===== config.mk =====
export PLATFORM = sky130hd
export DESIGN_NAME = lcd_digit_writer
export DESIGN_NICKNAME = d
export VERILOG_FILES = /design/src/rtl/lcd_digit_writer.sv
export SDC_FILE = /design/constraint.sdc
export NUM_CORES = 1
export LEC_CHECK = 0
export ABC_CLOCK_PERIOD_IN_PS = 2100
export BUFFER_PORTS_ARGS = -buffer_cell sky130_fd_sc_hd__buf_2
export CAP_MARGIN = 40
export CORE_UTILIZATION = 52
export DETAILED_ROUTE_END_ITERATION = 16
export PLACE_DENSITY = 0.79
export SLEW_MARGIN = 0
export SYNTH_ARGS = -nofsm -noshare
export SYNTH_HDL_FRONTEND = slang
export SYNTH_SLANG_ARGS = --single-unit

===== constraint.sdc =====
create_clock -name clk_i -period 2.1 [get_ports clk_i]
set_input_delay 0.42 -clock clk_i [delete_from_list [all_inputs] [get_ports clk_i]]
set_output_delay 0.42 -clock clk_i [all_outputs]
set_load 0.01 [all_outputs]

===== src/rtl/lcd_digit_writer.sv =====
// HD44780 8-bit sequencer: autonomous power-up/init, then DDRAM address plus three ASCII bytes per start.
// Latency: done_o pulses 4*(T_SETUP+T_PULSE+T_EXEC) cycles after start acceptance, in the first IDLE cycle.
// Backpressure: start_i is honoured only while ready_o=1; requests at any other time are dropped, not queued.
module lcd_digit_writer #(
    parameter int unsigned T_POWERUP = 750000,
    parameter int unsigned T_SETUP   = 3,
    parameter int unsigned T_PULSE   = 12,
    parameter int unsigned T_EXEC    = 2000,
    parameter int unsigned T_CLEAR   = 82000,
    parameter logic [6:0]  LINE_ADDR = 7'h00
) (
    input  logic       clk_i,
    input  logic       rst_n_i,
    input  logic       start_i,
    input  logic [7:0] enco1_i,
    input  logic [7:0] enco2_i,
    input  logic [7:0] enco3_i,
    output logic       ready_o,
    output logic       done_o,
    output logic       lcd_rs_o,
    output logic       lcd_rw_o,
    output logic       lcd_e_o,
    output logic [7:0] lcd_data_o
);
    localparam int CW = 20;
    localparam logic [CW-1:0] LIM_PWR   = CW'(T_POWERUP);
    localparam logic [CW-1:0] LIM_SETUP = CW'(T_SETUP - 1);
    localparam logic [CW-1:0] LIM_PULSE = CW'(T_PULSE - 1);
    localparam logic [CW-1:0] LIM_EXEC  = CW'(T_EXEC - 1);
    localparam logic [CW-1:0] LIM_CLEAR = CW'(T_CLEAR - 1);

    typedef enum logic [1:0] {PWRUP, INIT, IDLE, WRITE} top_t;
    typedef enum logic [1:0] {PH_SETUP, PH_PULSE, PH_WAIT} phase_t;

    top_t          state;
    phase_t        phase;
    logic [CW-1:0] cnt;
    logic [1:0]    idx;
    logic [7:0]    byte1, byte2, byte3;
    logic [CW-1:0] wait_lim;
    logic [8:0]    next_byte;

    // Returns {rs, data} for byte slot i of the init (wr=0) or write (wr=1) sequence.
    function automatic logic [8:0] byte_sel(input logic wr, input logic [1:0] i,
                                            input logic [7:0] c1, input logic [7:0] c2,
                                            input logic [7:0] c3);
        logic [8:0] r;
        r = 9'h000;
        if (!wr) begin
            case (i)
                2'd0:    r = {1'b0, 8'h38};
                2'd1:    r = {1'b0, 8'h0C};
                2'd2:    r = {1'b0, 8'h01};
                default: r = {1'b0, 8'h06};
            endcase
        end else begin
            case (i)
                2'd0:    r = {2'b01, LINE_ADDR};
                2'd1:    r = {1'b1, c1};
                2'd2:    r = {1'b1, c2};
                default: r = {1'b1, c3};
            endcase
        end
        return r;
    endfunction

    // The clear command is the only byte needing the long post-pulse wait.
    always_comb begin
        wait_lim  = (!lcd_rs_o && lcd_data_o == 8'h01) ? LIM_CLEAR : LIM_EXEC;
        next_byte = byte_sel(state == WRITE, idx + 2'd1, byte1, byte2, byte3);
    end

    assign lcd_rw_o = 1'b0;

    always_ff @(posedge clk_i or negedge rst_n_i) begin
        if (!rst_n_i) begin
            state      <= PWRUP;
            phase      <= PH_SETUP;
            cnt        <= '0;
            idx        <= 2'd0;
            byte1      <= 8'h00;
            byte2      <= 8'h00;
            byte3      <= 8'h00;
            ready_o    <= 1'b0;
            done_o     <= 1'b0;
            lcd_rs_o   <= 1'b0;
            lcd_e_o    <= 1'b0;
            lcd_data_o <= 8'h00;
        end else begin
            done_o <= 1'b0;
            case (state)
                PWRUP: begin
                    if (cnt == LIM_PWR) begin
                        state                  <= INIT;
                        phase                  <= PH_SETUP;
                        idx                    <= 2'd0;
                        cnt                    <= '0;
                        {lcd_rs_o, lcd_data_o} <= byte_sel(1'b0, 2'd0, byte1, byte2, byte3);
                    end else begin
                        cnt <= cnt + 1'b1;
                    end
                end
                IDLE: begin
                    if (start_i) begin
                        byte1                  <= enco1_i;
                        byte2                  <= enco2_i;
                        byte3                  <= enco3_i;
                        state                  <= WRITE;
                        phase                  <= PH_SETUP;
                        idx                    <= 2'd0;
                        cnt                    <= '0;
                        ready_o                <= 1'b0;
                        {lcd_rs_o, lcd_data_o} <= byte_sel(1'b1, 2'd0, byte1, byte2, byte3);
                    end
                end
                default: begin
                    case (phase)
                        PH_SETUP: begin
                            if (cnt == LIM_SETUP) begin
                                phase   <= PH_PULSE;
                                cnt     <= '0;
                                lcd_e_o <= 1'b1;
                            end else begin
                                cnt <= cnt + 1'b1;
                            end
                        end
                        PH_PULSE: begin
                            if (cnt == LIM_PULSE) begin
                                phase   <= PH_WAIT;
                                cnt     <= '0;
                                lcd_e_o <= 1'b0;
                            end else begin
                                cnt <= cnt + 1'b1;
                            end
                        end
                        default: begin
                            if (cnt == wait_lim) begin
                                cnt <= '0;
                                if (idx == 2'd3) begin
                                    state   <= IDLE;
                                    ready_o <= 1'b1;
                                    done_o  <= (state == WRITE);
                                end else begin
                                    idx                    <= idx + 2'd1;
                                    phase                  <= PH_SETUP;
                                    {lcd_rs_o, lcd_data_o} <= next_byte;
                                end
                            end else begin
                                cnt <= cnt + 1'b1;
                            end
                        end
                    endcase
                end
            endcase
        end
    end
endmodule


---- Word-level counts from Yosys, hierarchy flattened ----
Cells that the tools add are included.
word-level totals
  input port bits ......................... 27
  bits in registers ....................... 62
cells by class
  bitwise operators ....................... 2
  add/subtract/negate cells ............... 2
  reductions and logical operators ........ 19
  mux-type cells .......................... 52
  equal/unequal tests ..................... 21
operators with widths
  cell                     number
  $mux W20                 5
  $pmux W20 S2             2
  $mux W8                  5
  $mux W2                  14
  $pmux W9 S3              1
  $add A20 B1 Y20 const B  1
  $eq A20 B17 Y1           1
  $eq A20 B2 Y1 const B    1
  $eq A20 B20 Y1 const B   1
  $eq A20 B4 Y1 const B    1
  $pmux W6 S3              1
  $mux W17                 1
  $pmux W2 S2              4
  $pmux W8 S2              1
  $reduce_and A5 Y1        3
  $mux W1                  14
  $mux W9                  1
  $eq A2 B2 Y1 const B     4
  $eq A8 B1 Y1 const B     1
  $ne A2 B2 Y1 const B     4
  $ne A4 B2 Y1 const B     2
  $logic_not A2 Y1         3
  $ne A3 B1 Y1 const B     2
  $pmux W1 S2              3
  14 further kinds         20

---- Longest topological paths before layout ----
  depth after elaboration ................. 8
  mapped depth ............................ 8
  depth with buffers taken out ............ 7

---- Worst setup path before layout ----
Ideal clock, no wire load.
  kind .................................... register -> register
  start ................................... register cnt[2]
  end ..................................... register lcd_data_o[5]
  buffers on the path ..................... 1
  library setup time ...................... 0.125 ns
  data arrival time ....................... 1.867 ns
  stages on the path, launching flop included .. 7
  path slack .............................. 0.108 ns
  path through ............................ dfrtp_1 -> nor4_2 -> nand4_1 -> o31a_1 -> a211o_1 -> buf_6 -> mux2_4
on the way
  longest elaborated chain between the ends .. 3
  elaborated cells on any way between the ends .. 5
  classes of those cells .................. eq/ne (3); reduce/logical (2)
ends and longest elaborated chain
  item                                                                 RTL line  RTL
  from (decl)                                                          37        logic [CW-1:0] cnt;
  from (signal assigned)                                               100       cnt <= cnt + 1'b1;
  from (signal assigned)                                               124       cnt <= cnt + 1'b1;
  from (signal assigned)                                               133       cnt <= cnt + 1'b1;
  $eq A20 B20 Y1 / $eq A20 B17 Y1 (equally long branches)              93, 137
  $ne A2 B2 Y1 (no line) / $reduce_bool A3 Y1 (equally long branches)  n/a
  $reduce_and A5 Y1 (no line) *                                        n/a
  to (signal assigned)                                                 98        {lcd_rs_o, lcd_data_o} <= byte_sel(1'b0, 2'd0, byte1, byte2, byte3);
  to (signal assigned)                                                 113       {lcd_rs_o, lcd_data_o} <= byte_sel(1'b1, 2'd0, byte1, byte2, byte3);
  to (signal assigned)                                                 146       {lcd_rs_o, lcd_data_o} <= next_byte;
  to (decl)                                                            23        output logic [7:0] lcd_data_o
Every way passes the cells marked *; elsewhere a longest branch is shown, timed or not.
A chain may end at the register's enable or synchronous reset.

---- Final worst setup path ----
  start ................................... register cnt[1]
  end ..................................... register lcd_data_o[0]
Same word-level chain as after synthesis.

==> run_results.csv <==
group,metric,value,unit
run_status,status,"finished clean",
synth,yosysSeqAreaShare,48.8,%
floorplan,die_area,6430,sq um
detailed_routing,route.detailed.drc,0,
clock_tree,cts.path.max_buffers,2,
floorplan,rows,28,
floorplan,die_w,80.2,um
job,max_cap_viol_count,0,
detailed_routing,wl_per_cell,15.7,um
worst_setup_path,start_kind,"register",
clock_tree,cts_hold_buf,0,
clock_tree,htree_levels,3,
layout,fin_area,3940,sq um
synth,synth_top_area_cell,"dfrtp_1",
clock_tree,clkTransAtPathRegs,70,ps
power,p_leak,0.00188,uW
power,p_seq_share,53.0,%
detailed_routing,antenna_left,0,
layout,nets,410,
floorplan,die_y,80.2,um
synth,synth.area.top_cells,"dfrtp_1, mux2_2, ha_1",
detailed_routing,vias_per_cell,5.84,
detailed_routing,dr.pass1.iters,4,
place,dp_hpwl,5.05,mm
worst_setup_path,reg2reg_slack,50,ps
timing,setup_viol,0,
global_routing,grt_pass1_wl,11.8,mm
timing,drv_slew,0,
timing,fin_crit_sh,97.6,%
power,p_comb_share,2.3,%
floorplan,start_util,53.7,%
synth,synth_cells,302,
clock_tree,cts.sinks,62,
detailed_routing,wl,7.13,mm
power,p_int,1760,uW
synth,synth_cell_type_count,55,
timing,fin_crit,2050,ps
layout,syn_to_final_growth,23.9,%
clock_tree,cts_root_buffer,"clkbuf_8",
layout,layout-drive-gt1-share,35.3,%
synth,synth_nets,337,
layout,antenna_cells,0,
power,p_clk_share,44.7,%
clock_tree,cts_tree,"yes",
timing,finClkSkew,8.95,ps
clock_tree,clock_latency,340,ps
timing,hold_violations,0,
synth,syn_area_per_cell,10.5,sq um
global_routing,grt_usage,24.3,%
power,vdd_drop_max,0.504,mV
synth,synthArstFlopShare,100,%
place,place_congestion,0.902,
place,placed_area,3630,sq um
worst_setup_path,critPathCaptureType,"register",
global_routing,grt-ovfl-total,0,
synth,ys_seq_elements,62,
power,power_density,572,nW/um^2
synth,synth_area,3180,sq um
timing,setup_slack,51.0,ps
worst_setup_path,worstSetupPathType,"reg2reg",
layout,final_common_cell,"dfrtp_1",
worst_setup_path,worstPathArrival,2280,ps
synth,synth_edf_count,0,
floorplan,pin_count,40,
worst_setup_path,crit_required,2330,ps
min_path,hold_class,"in2async",
global_routing,antenna_found_initial,0,
global_routing,grt_pass1_vias,2640,
power,p_switching,492,uW
clock_tree,cts_made_buffers,9,
timing,worstMarginPinSlew,531,ps
place,placement.io_buffers,38,
timing,max_freq,488,MHz
synth,yosys_warnings,0,
power,netSwitchingFraction,21.8,%
synth,synth_top_flop_cell,"dfrtp_1",
worst_setup_path,crit_fanout,5,
synth,yosysTopAreaCellShare,48.8,%
timing,rsz0062_at_grt,"true",
detailed_routing,drt_iter0_markers,165,
timing,slew_headroom,64.3,%
place,post-place-ws,-8.84,ps
global_routing,grt_max_degree,63,
layout,final_cell_mix,"dfrtp_1, buf_2, buf_4, mux2_2, nor2_1",
detailed_routing,vias,2659,
floorplan,core_region_area,5920,sq um
[synthesized netlist by cell type, drive strengths merged, types with 7 or more instances]
cell type,instances
a21oi,10
clkbuf,11
dfrtp,62
ha,8
inv,14
mux2,26
nand2,16
nand3,15
nand4,7
nor2,18
nor3,16
nor4,8
o21ai,13
xor2,7
[per-stage QoR]
stage	hold slack (ps)	TNS, ps	util (%)	instances	power [uW]
after floorplan	124	0	-	302	1220
after global placement	453	0	61.4	431	1270
after detailed placement	453	-8.84	61.4	431	1270
after CTS	85.5	0	65.2	451	2260
after global routing	97.8	-110	66.5	455	2320
final	72.2	0	66.5	455	2250
[cell type report]
class	instances	area (sq um)
clock buffers	12	135
clock inverters	4	47.5
fillers	472	1980
inverters	14	52.6
multi-input cells	211	1560
flip-flops and latches	62	1550
well taps	75	93.8
repair buffers	77	499
[flip-flops by register name, summed over array words and instances (netlist names)]
name        flops
lcd_data_o      8
byte2           8
byte1           8
lcd_rs_o        1
byte3           8
cnt            20
ready_o         1
done_o          1
state           2
lcd_e_o         1
idx             2
phase           2
[worst max-delay path, stage by stage (launching register included)]
cell and delay [ps]:
dfrtp_1 370, ha_2 220, and4_1 210, nand4_1 160, o21a_1 240, a211o_4 340
buf_4 160, a22o_1 230
[power groups by stage]
stage,registers (uW),logic (uW),clock network (uW)
floorplan,1220,2.67,0
global placement,1220,52.4,0
detailed placement,1220,53.7,0
CTS,1190,53.9,1020
global route,1190,59.4,1070
finish,1190,51.2,1010
[per-layer routing]
metal	up-vias	GRT usage [%]	wire length, um
met2	81	40.6	3600
li1	1251	-	-
met3	23	4.89	302
met1	1304	28.2	2980
met5	-	0	0
met4	0	15.7	240
[kinds of logic (layout without fill, tap and decap cells)]
| logic type | after synthesis | in the layout | synth area share [%] |
|---|---|---|---|
| mux | 29 | 29 | 10.4 |
| xor+xnor | 12 | 12 | 3.31 |
| fa+ha+maj | 8 | 8 | 3.15 |
| other cells | 1 | 1 | 0.118 |
| compound gates | 57 | 57 | 12.6 |
| buf+inv | 29 | 107 | 3.94 |
| flops | 62 | 62 | 48.8 |
| simple gates | 104 | 104 | 17.6 |
[path summary, 6_finish.rpt]
check                                 from             to  depth (start not counted)
worst max register to register      cnt[1]  lcd_data_o[0]                          7
worst max-delay path                cnt[1]  lcd_data_o[0]                          7
min in group clk_i              enco3_i[4]       byte3[4]                          2
worst min register to register     lcd_e_o        lcd_e_o                          1
worst min-delay path               rst_n_i         cnt[8]                          2
max in group asynchronous          rst_n_i       byte3[6]                          2
[repair_timing]
item                                    in CTS  in global routing
endpoints found under the setup margin       3                 33
setup buffers                                4                  4
pin swaps                                    5                  6
resized for setup                            3                 10
Power figures use the tool's default switching activity.
